File: src/rtl/uart_rx.sv
// rtl/uart_rx.sv - 8N1 UART receiver with oversampled 2-of-3 majority bit decisions
module uart_rx #(
    parameter int OS_RATE = 16
) (
    input  logic       clk_in,
    input  logic       rst,
    input  logic       rx_en,
    input  logic       rx_serial_data,
    output logic [7:0] rx_data_out,
    output logic       rx_data_valid,
    output logic       rx_frame_err,
    output logic       rx_busy
);

    localparam int CW = $clog2(OS_RATE);

    // Tick counts at which the line is sampled; the decision is made at the last one
    localparam logic [CW-1:0] CNT_S0   = CW'(OS_RATE / 2 - 2);
    localparam logic [CW-1:0] CNT_S1   = CW'(OS_RATE / 2 - 1);
    localparam logic [CW-1:0] CNT_DEC  = CW'(OS_RATE / 2);
    localparam logic [CW-1:0] CNT_LAST = CW'(OS_RATE - 1);

    typedef enum logic [2:0] {
        ST_IDLE,
        ST_START,
        ST_DATA,
        ST_STOP,
        ST_BREAK
    } state_t;

    state_t        state_q;
    logic          sync1_q;
    logic          rxs_q;
    logic [CW-1:0] cnt_q;
    logic [2:0]    idx_q;
    logic [7:0]    shift_q;
    logic          samp0_q;
    logic          samp1_q;
    logic [7:0]    data_q;
    logic          valid_q;
    logic          err_q;

    logic          at_dec;
    logic          at_end;
    logic          bit_d;
    logic [CW-1:0] cnt_d;

    // Two-flop synchronizer; idles high so reset never looks like a start bit
    always_ff @(posedge clk_in) begin
        if (rst) begin
            sync1_q <= 1'b1;
            rxs_q   <= 1'b1;
        end else begin
            sync1_q <= rx_serial_data;
            rxs_q   <= sync1_q;
        end
    end

    // Decision-tick helpers and the 2-of-3 vote (third sample is the live value)
    always_comb begin
        at_dec = rx_en && (cnt_q == CNT_DEC);
        at_end = rx_en && (cnt_q == CNT_LAST);
        bit_d  = (samp0_q & samp1_q) | (samp0_q & rxs_q) | (samp1_q & rxs_q);
        cnt_d  = (cnt_q == CNT_LAST) ? '0 : cnt_q + CW'(1);
    end

    // Receive state machine with registered data and pulse outputs
    always_ff @(posedge clk_in) begin
        if (rst) begin
            state_q <= ST_IDLE;
            cnt_q   <= '0;
            idx_q   <= '0;
            shift_q <= '0;
            samp0_q <= 1'b0;
            samp1_q <= 1'b0;
            data_q  <= 8'h00;
            valid_q <= 1'b0;
            err_q   <= 1'b0;
        end else begin
            valid_q <= 1'b0;
            err_q   <= 1'b0;

            if (rx_en && (state_q == ST_START || state_q == ST_DATA || state_q == ST_STOP)) begin
                cnt_q <= cnt_d;
                if (cnt_q == CNT_S0) begin
                    samp0_q <= rxs_q;
                end
                if (cnt_q == CNT_S1) begin
                    samp1_q <= rxs_q;
                end
            end

            case (state_q)
                ST_IDLE: begin
                    // Leaving idle is not tied to a tick so the start edge is caught promptly
                    if (!rxs_q) begin
                        state_q <= ST_START;
                        cnt_q   <= '0;
                    end
                end
                ST_START: begin
                    if (at_dec && bit_d) begin
                        state_q <= ST_IDLE;
                    end else if (at_end) begin
                        state_q <= ST_DATA;
                        idx_q   <= '0;
                    end
                end
                ST_DATA: begin
                    if (at_dec) begin
                        shift_q[idx_q] <= bit_d;
                    end
                    if (at_end) begin
                        if (idx_q == 3'd7) begin
                            state_q <= ST_STOP;
                        end else begin
                            idx_q <= idx_q + 3'd1;
                        end
                    end
                end
                ST_STOP: begin
                    // Finishing at mid-stop lets a back-to-back start bit be seen on time
                    if (at_dec) begin
                        if (bit_d) begin
                            data_q  <= shift_q;
                            valid_q <= 1'b1;
                            state_q <= ST_IDLE;
                        end else begin
                            err_q   <= 1'b1;
                            state_q <= ST_BREAK;
                        end
                    end
                end
                ST_BREAK: begin
                    if (rx_en && rxs_q) begin
                        state_q <= ST_IDLE;
                    end
                end
                default: begin
                    state_q <= ST_IDLE;
                end
            endcase
        end
    end

    assign rx_data_out   = data_q;
    assign rx_data_valid = valid_q;
    assign rx_frame_err  = err_q;
    assign rx_busy       = (state_q != ST_IDLE);

endmodule

File: config.mk
export PLATFORM = sky130hd
export DESIGN_NAME = uart_rx
export DESIGN_NICKNAME = d
export VERILOG_FILES = /design/src/rtl/uart_rx.sv
export SDC_FILE = /design/constraint.sdc
export NUM_CORES = 1
export LEC_CHECK = 0
export ABC_AREA = 1
export CAP_MARGIN = 20
export CORE_MARGIN = 4
export CORE_UTILIZATION = 35
export DETAILED_ROUTE_END_ITERATION = 10
export SYNTH_ARGS = -nofsm -noshare
export SYNTH_HDL_FRONTEND = slang
export SYNTH_SLANG_ARGS = --single-unit
File: constraint.sdc
create_clock -name clk_in -period 1.24 [get_ports clk_in]
set_input_delay 0.31 -clock clk_in [delete_from_list [all_inputs] [get_ports clk_in]]
set_output_delay 0.31 -clock clk_in [all_outputs]
set_load 0.02 [all_outputs]
==> results.sh <==
export IMPL_rsz0062_at_grt="true"
export IMPL_ant_nets=0
export IMPL_critPathMaxFanout=6
export IMPL_grt_pass1_wl_um=6020
export IMPL_finalCritPeriodShare=1.13
export IMPL_synth_cell_types=24
export IMPL_crit_required_ns=1.43
export IMPL_synth_area_um2=1500
export IMPL_reg2reg_slack_ns=-0.16
export IMPL_gp_congestion=0.849
export IMPL_drt_wl_total_um=3740
export IMPL_hp_class="flop to flop"
export IMPL_start_util=0.368
export IMPL_numCtsBuffers=5
export IMPL_fp_dieArea_um2=5380
export IMPL_die_h_um=73.4
export IMPL_synthesis_nets=216
export IMPL_violations="setup timing"
export IMPL_routedWlPerCell_um=12.1
export IMPL_synth_cells=207
export IMPL_fin_skew_ns=0.00380
export IMPL_hold_viol=0
export IMPL_drive_above_1_share=0.504
export IMPL_ys_seq_elements=32
export IMPL_synth_top_area_share=0.428
export IMPL_first_pass_iters=4
export IMPL_multiInputGateArea_um2=1000
export IMPL_final_area_um2=2310
export IMPL_leakagePower_nw=1.05
export IMPL_endpoint_kind="flop"
export IMPL_setup_viol=24
export IMPL_synth_largest_area_cell="dfxtp_1"
export IMPL_diodes=0
export IMPL_nNetsFinal=266
export IMPL_grt_overflow_total=0
export IMPL_synth_warnings=0
export IMPL_cts_tree="built"
export IMPL_drv_slew=0
export IMPL_drc=0
export IMPL_setup_tns_final_ns=-2.61
export IMPL_stdcell_count=308
export IMPL_cts_sinks=32
export IMPL_die_x_um=73.4
export IMPL_clkSlewWorstSetupHoldPaths_ns=0.07
export IMPL_synth_avg_cell_area_um2=7.22
export IMPL_seq_area_um2=652
export IMPL_fin_crit_ns=1.40
export IMPL_synthTopCellsByArea="dfxtp_1, nor2_1, nand2_1"
export IMPL_insertion_delay_ns=0.29
export IMPL_grt_max_degree=16
export IMPL_ctsHtreeMaxLevel=2
export IMPL_vias_per_cell=4.83
export IMPL_hpwl_um=2520
export IMPL_antenna_found_initial=0
export IMPL_vias=1487
export IMPL_synth_seq_area_share=0.428
export IMPL_slew_headroom=0.775
export IMPL_rows=23
export IMPL_whs_ns=0.420
export IMPL_cap_violations=0
export IMPL_worst_slack_ns=-0.157
export IMPL_drt_initial_drc_count=57
export IMPL_cts_root_buf="clkbuf_8"
export IMPL_outcome="complete, but fails checks"
export IMPL_grt_pass1_vias=1430
export IMPL_max_freq_mhz=716
export IMPL_globalRouteTotalUtil=0.146
export IMPL_cp_start_kind="flop"
export IMPL_fillCellCount=371
export IMPL_place_area_um2=1970
export IMPL_dp_slack_ns=-0.471
export IMPL_dp_cells=299
export IMPL_crit_type="flop to flop"
export IMPL_core_um2=4060
export IMPL_ir_drop_v=0.000734
export IMPL_power_density_nw_per_um2=1600
export IMPL_area_delta_synth_final_pct=54.6
export IMPL_worstPathArrival_ns=1.59
export IMPL_final_cell_mix="nor2_1, dfxtp_1, buf_4"
export IMPL_numPortBuffers=14
export IMPL_worstMarginPinSlew_ns=0.337
export IMPL_num_io_pins=15
export IMPL_cts_buffer_depth=2
Yosys cell counts:
cell / instances
nand2_1: 29
dfxtp_1: 32
nand2_2: 1
buf_2: 1
nand4_1: 2
a21oi_1: 16
a21oi_4: 1
nor2_8: 1
nor3_1: 13
o21ai_0: 19
inv_1: 25
or2_1: 1
and3_1: 1
nor2_1: 36
nor2_2: 2
or2_2: 2
ha_1: 5
inv_4: 1
o211ai_1: 1
nand3_2: 2
nand3_1: 12
inv_2: 2
clkbuf_1: 1
nand2_4: 1
stage by stage:
stage                     power [mW]   util
final                           3.71  0.570
after global routing            3.94  0.570
after CTS                       3.58  0.546
after detailed placement        2.45  0.485
after global placement          2.45  0.485
after floorplan                 1.98      -
flip-flops by register name (all words and copies together) (netlist names):
name and count:
sync1_q 1, rxs_q 1, rx_frame_err 1, state_q 3
samp0_q 1, cnt_q 4, samp1_q 1, idx_q 3
rx_data_out 8, rx_data_valid 1, shift_q 8
final timing paths:
kind                        from                 endpoint  cells past startpoint
min           sync1_q$_SDFF_PP1_         rxs_q$_SDFF_PP1_                      1
max reg2reg  cnt_q[1]$_SDFF_PP0_  state_q[1]$_SDFFE_PP0P_                     11
max          cnt_q[1]$_SDFF_PP0_  state_q[1]$_SDFFE_PP0P_                     11
min reg2reg   sync1_q$_SDFF_PP1_         rxs_q$_SDFF_PP1_                      1
what timing repair did:
| action | in CTS | in global routing |
|---|---|---|
| gates cloned | 0 | 0 |
| gates resized for setup | 83 | 45 |
| hold buffers | 0 | 0 |
| pin swaps | 16 | 16 |
| setup buffers | 0 | 1 |
| setup endpoints to repair | 38 | 36 |
metal layers:
| layer | wire, µm | track usage | share of wire |
|---|---|---|---|
| met5 | 0 | 0 | 0 |
| met4 | 101 | 0.0926 | 0.027 |
| met3 | 137 | 0.0397 | 0.037 |
| met2 | 1760 | 0.232 | 0.47 |
| met1 | 1730 | 0.173 | 0.46 |
critical path, stage by stage (launching register included):
cell     delay [ns]
dfxtp_4        0.37
inv_4          0.06
ha_4           0.12
nand2_2        0.05
inv_2          0.07
nand2_4        0.07
nand2_2        0.08
nand3_2        0.08
nor2_4         0.22
nand2_1        0.09
nand2_1        0.06
nor2_1         0.04
cell families (layout without fill, tap and decap cells):
family                   count (synthesis)  in the layout  share of synthesized area
flip-flops                              32             32                      0.428
buffers and inverters                   30             81                     0.0778
AO/OA/AOI/OAI                           37             37                      0.133
adder cells (fa/ha/maj)                  5              5                     0.0418
AND/OR/NAND/NOR                        103            103                      0.319
where the power goes:
part,leakage [nW],internal [mW],switching (mW)
clock network,0.0541,0.594,0.422
registers,0.261,1.11,0.0713
logic,0.739,0.687,0.821
cell type report:
type | count | share of cell area
Tap cell | 50 | 0.0271
Timing Repair Buffer | 45 | 0.157
Sequential cell | 32 | 0.282
Clock buffer | 5 | 0.0298
Multi-Input combinational cell | 145 | 0.435
Clock inverter | 3 | 0.0184
Inverter | 28 | 0.0509
(Power assumes the default switching activity.)
